File: src/rtl/count_hold_add.sv
// 4-bit datapath register: free-running counter, hold, or registered
// sum of two 3-bit operands, selected per cycle by sel.
module count_hold_add (
    input  logic       clk,
    input  logic       rst,
    input  logic [1:0] sel,
    input  logic [2:0] a,
    input  logic [2:0] b,
    output logic [3:0] dout
);

    localparam logic [1:0] SEL_ADD   = 2'b00;
    localparam logic [1:0] SEL_HOLD  = 2'b01;
    localparam logic [1:0] SEL_COUNT = 2'b10;
    localparam logic [1:0] SEL_HOLD2 = 2'b11;

    logic [3:0] sum;
    logic [3:0] next;

    // Zero-extend before adding so 7+7 fits in the 4-bit result.
    assign sum = {1'b0, a} + {1'b0, b};

    always_comb begin
        next = dout;
        unique case (sel)
            SEL_ADD:   next = sum;
            SEL_COUNT: next = dout + 4'd1;
            SEL_HOLD:  next = dout;
            SEL_HOLD2: next = dout;
            default:   next = dout;
        endcase
    end

    always_ff @(posedge clk or negedge rst) begin
        if (!rst) begin
            dout <= 4'd0;
        end else begin
            dout <= next;
        end
    end

endmodule

File: config.mk
export PLATFORM = sky130hd
export DESIGN_NAME = count_hold_add
export DESIGN_NICKNAME = d
export VERILOG_FILES = /design/src/rtl/count_hold_add.sv
export SDC_FILE = /design/constraint.sdc
export NUM_CORES = 1
export LEC_CHECK = 0
export ABC_AREA = 1
export BUFFER_PORTS_ARGS = -buffer_cell sky130_fd_sc_hd__buf_2
export CAP_MARGIN = 20
export CORE_AREA = 2 2 39 41
export DETAILED_ROUTE_END_ITERATION = 10
export DIE_AREA = 0 0 41 43
export PLACE_DENSITY_LB_ADDON = 0.12
export SLEW_MARGIN = 20
export SYNTH_ARGS = -nofsm -noshare
export SYNTH_HDL_FRONTEND = slang
export SYNTH_SLANG_ARGS = --single-unit
export TNS_END_PERCENT = 20
File: constraint.sdc
create_clock -name clk -period 1.6 [get_ports clk]
set_input_delay 0.32 -clock clk [delete_from_list [all_inputs] [get_ports clk]]
set_output_delay 0.32 -clock clk [all_outputs]
set_load 0.01 [all_outputs]
==> reports/qor.csv <==
stage,metric,value,unit
die,start_util,24.3,%
synthesis,yosysWarnings,0,
worst_setup_path,cp.arrival,0.81,ns
routing,drc,0,
die,die_h,43,µm
worst_setup_path,crit_family,flip-flops,
synthesis,synth-seq-cells,4,
placed_design,place_hpwl,611,µm
cts,clock_latency,0.23,ns
final_layout,final_util,32.8,%
synthesis,synthCells,45,
final_layout,diodes,0,
die,die-area,1760,µm²
cts,cts_setup_buffers,0,
grt,grt_usage,10.3,%
sta,rsz0062_at_grt,no,
routing,drt_wl_total,689,µm
final_layout,n_fill_cell,170,
synthesis,mappedNetlistArea,337,µm²
final_layout,nets,79,
sta,finalMaxSlewViolations,0,
grt,grt_pass1_wl,1.16,mm
worst_setup_path,worstPathCellList,buf_2,
cts,clk_pin_slew,0.04,ns
die,rows,14,
worst_setup_path,crit_buf_inv,1,
synthesis,yosysSeqAreaShare,29.7,%
pwr,power_switching,146,µW
synthesis,synth_ff_type,dfrtp_1,
synthesis,synth_edf_count,0,
sta,timing.fmax,882,MHz
synthesis,yosysTopAreaCell,dfrtp_1,
min_path,hp-class,in2reg,
sta,tightest_slew,0.181,ns
run_status,outcome,completed,
final_layout,top_regs,dout: 4 flops,
synthesis,synth_common_cells,"nand2_1, inv_1, nand3_1, dfrtp_1, ha_1",
routing,wl_per_cell,8.83,µm
synthesis,synth_area_per_cell,7.48,µm²
routing,drt_iter0_drc,0,
final_layout,largest_reg_flops,4,
routing,drt_first_pass_iters,1,
sta,tns,0,ns
grt,grt_max_degree,7,
sta,period_share,70.8,%
worst_setup_path,crit_slowest_cell,dfrtp_1,
worst_setup_path,critical_path_depth,1,
grt,antenna_found_initial,0,
final_layout,finalNonFillerCells,78,
pwr,p_sw_share,34.5,%
placed_design,post-place-ws,0.220,ns
final_layout,top_register,dout,
worst_setup_path,startpoint,dout[2]$_DFFE_PN0N_,
cts,cts_sinks,4,
pwr,intPower,278,µW
pwr,p_comb_share,34.2,%
cts,cts_root_buffer,clkbuf_4,
final_layout,drive_above_1_share,30.6,%
sta,fin_skew,0.0000398,ns
cts,numCtsBuffers,3,
cts,cts_tree,built,
pwr,ir_worst_vdd,215,µV
sta,slew_headroom,87.9,%
die,core,1380,µm²
grt,grt_pass1_vias,337,
final_layout,area_growth,34.9,%
sta,final_hold_viol_count,0,
routing,num_vias,328,
placed_design,gp_congestion,0.640,
sta,worst_slack,0.467,ns
synthesis,async_flop_share,100,%
worst_setup_path,reg2reg_from,dout[0]$_DFFE_PN0N_,
sta,setup_violations,0,
routing,via_per_inst,4.21,
pwr,p_clk_share,28.5,%
placed_design,place_inst,74,
worst_setup_path,required,1.28,ns
worst_setup_path,critPathKind,reg2out,
synthesis,syn_nets,60,
synthesis,ys_types,14,
pwr,seqPwrFrac,37.2,%
min_path,min_path_cells,4,
cts,cts.repair.resized,0,
synthesis,synth_top_area_share,29.7,%
die,io_pins,14,
pwr,p_per_area,934,nW/µm²
worst_setup_path,critical_path.max_fanout,6,
worst_setup_path,critical_path.max_stage_delay,0.42,ns
final_layout,regArea,100,µm²
synthesis,synth.area.top_cells,"dfrtp_1, ha_1, nand2_1",
sta,min_period,1.13,ns
run,maxCapViolations,0,
placed_design,io_buffers,13,
die,die_width,41,µm
grt,overflow,0,
cts,clockBufferDepth,2,
min_path,min-delay-start,sel[1],
cts,htreeDepth,1,
worst_setup_path,reg2regPathDepth,5,
worst_setup_path,critPathLaunchType,register,
final_layout,multi_input_area,199,µm²
routing,drtAntennaViolNets,0,
worst_setup_path,end_kind,primary output,
pwr,leakagePower,0.248,nW
synthesis,synth_most_common_cell,nand2_1,
repair_timing:
action,CTS,global route
hold buffers,1,0
hold endpoints to repair,4,0
endpoints found under the setup margin,0,0
metal layers:
metal  vias up  part of all wire [%]  track usage [%]
li1        176                     -                -
met1       142                    39             9.15
met4         0                     0             8.00
met3         0                   5.5             3.14
met5         -                     0                0
met2        10                    55             17.5
worst paths after layout:
kind,to,slack (ns)
setup reg to reg,dout[2]$_DFFE_PN0N_,0.54
hold / removal,dout[0]$_DFFE_PN0N_,0.36
hold reg to reg,dout[3]$_DFFE_PN0N_,0.55
setup / recovery,dout[2],0.47
min in group asynchronous,dout[3]$_DFFE_PN0N_,0.43
max in group asynchronous,dout[1]$_DFFE_PN0N_,1.06
cell families after synthesis:
kind of cell	after synthesis	synth area share, %
adder cells (fa/ha/maj)	5	20.8
flip-flops	4	29.7
buffers and inverters	10	11.2
XOR/XNOR	1	2.60
AND/OR/NAND/NOR	22	30.5
AO/OA/AOI/OAI	3	5.20
power groups by stage:
stage | sequential [mW] | combinational (mW) | clock, mW
after floorplan | 0.166 | 0.0793 | 0
after global placement | 0.160 | 0.146 | 0
after detailed placement | 0.160 | 0.145 | 0
after CTS | 0.159 | 0.149 | 0.128
after global routing | 0.164 | 0.168 | 0.132
final | 0.158 | 0.145 | 0.121
metrics by stage:
step	total power, mW	cell area, µm²	hold WS (ns)
2_1_floorplan	0.246	337	0.0244
3_3_place_gp	0.305	422	0.129
3_5_place_dp	0.306	422	0.130
4_1_cts	0.437	454	0.362
5_1_grt	0.464	454	0.391
6_report	0.424	454	0.364
cell usage in the layout, fill, tap and decap left out, drive strengths merged:
| cell type | count |
|---|---|
| clkbuf | 3 |
| buf | 13 |
| dfrtp | 4 |
| nand3 | 6 |
| fa | 1 |
| nand2 | 11 |
| ha | 4 |
| dlygate4sd3 | 1 |
| xnor2 | 1 |
| inv | 10 |
| nand4 | 1 |
| o211ai | 1 |
| nor2 | 4 |
| o21ai | 2 |
layout make-up:
type	instances	share of cell area, %
multi-input combinational	31	43.8
sequential	4	22.0
timing repair buffer	14	16.5
inverter	10	8.26
clock buffer	3	4.96
tap	16	4.41
Power figures use the tool's default switching activity.
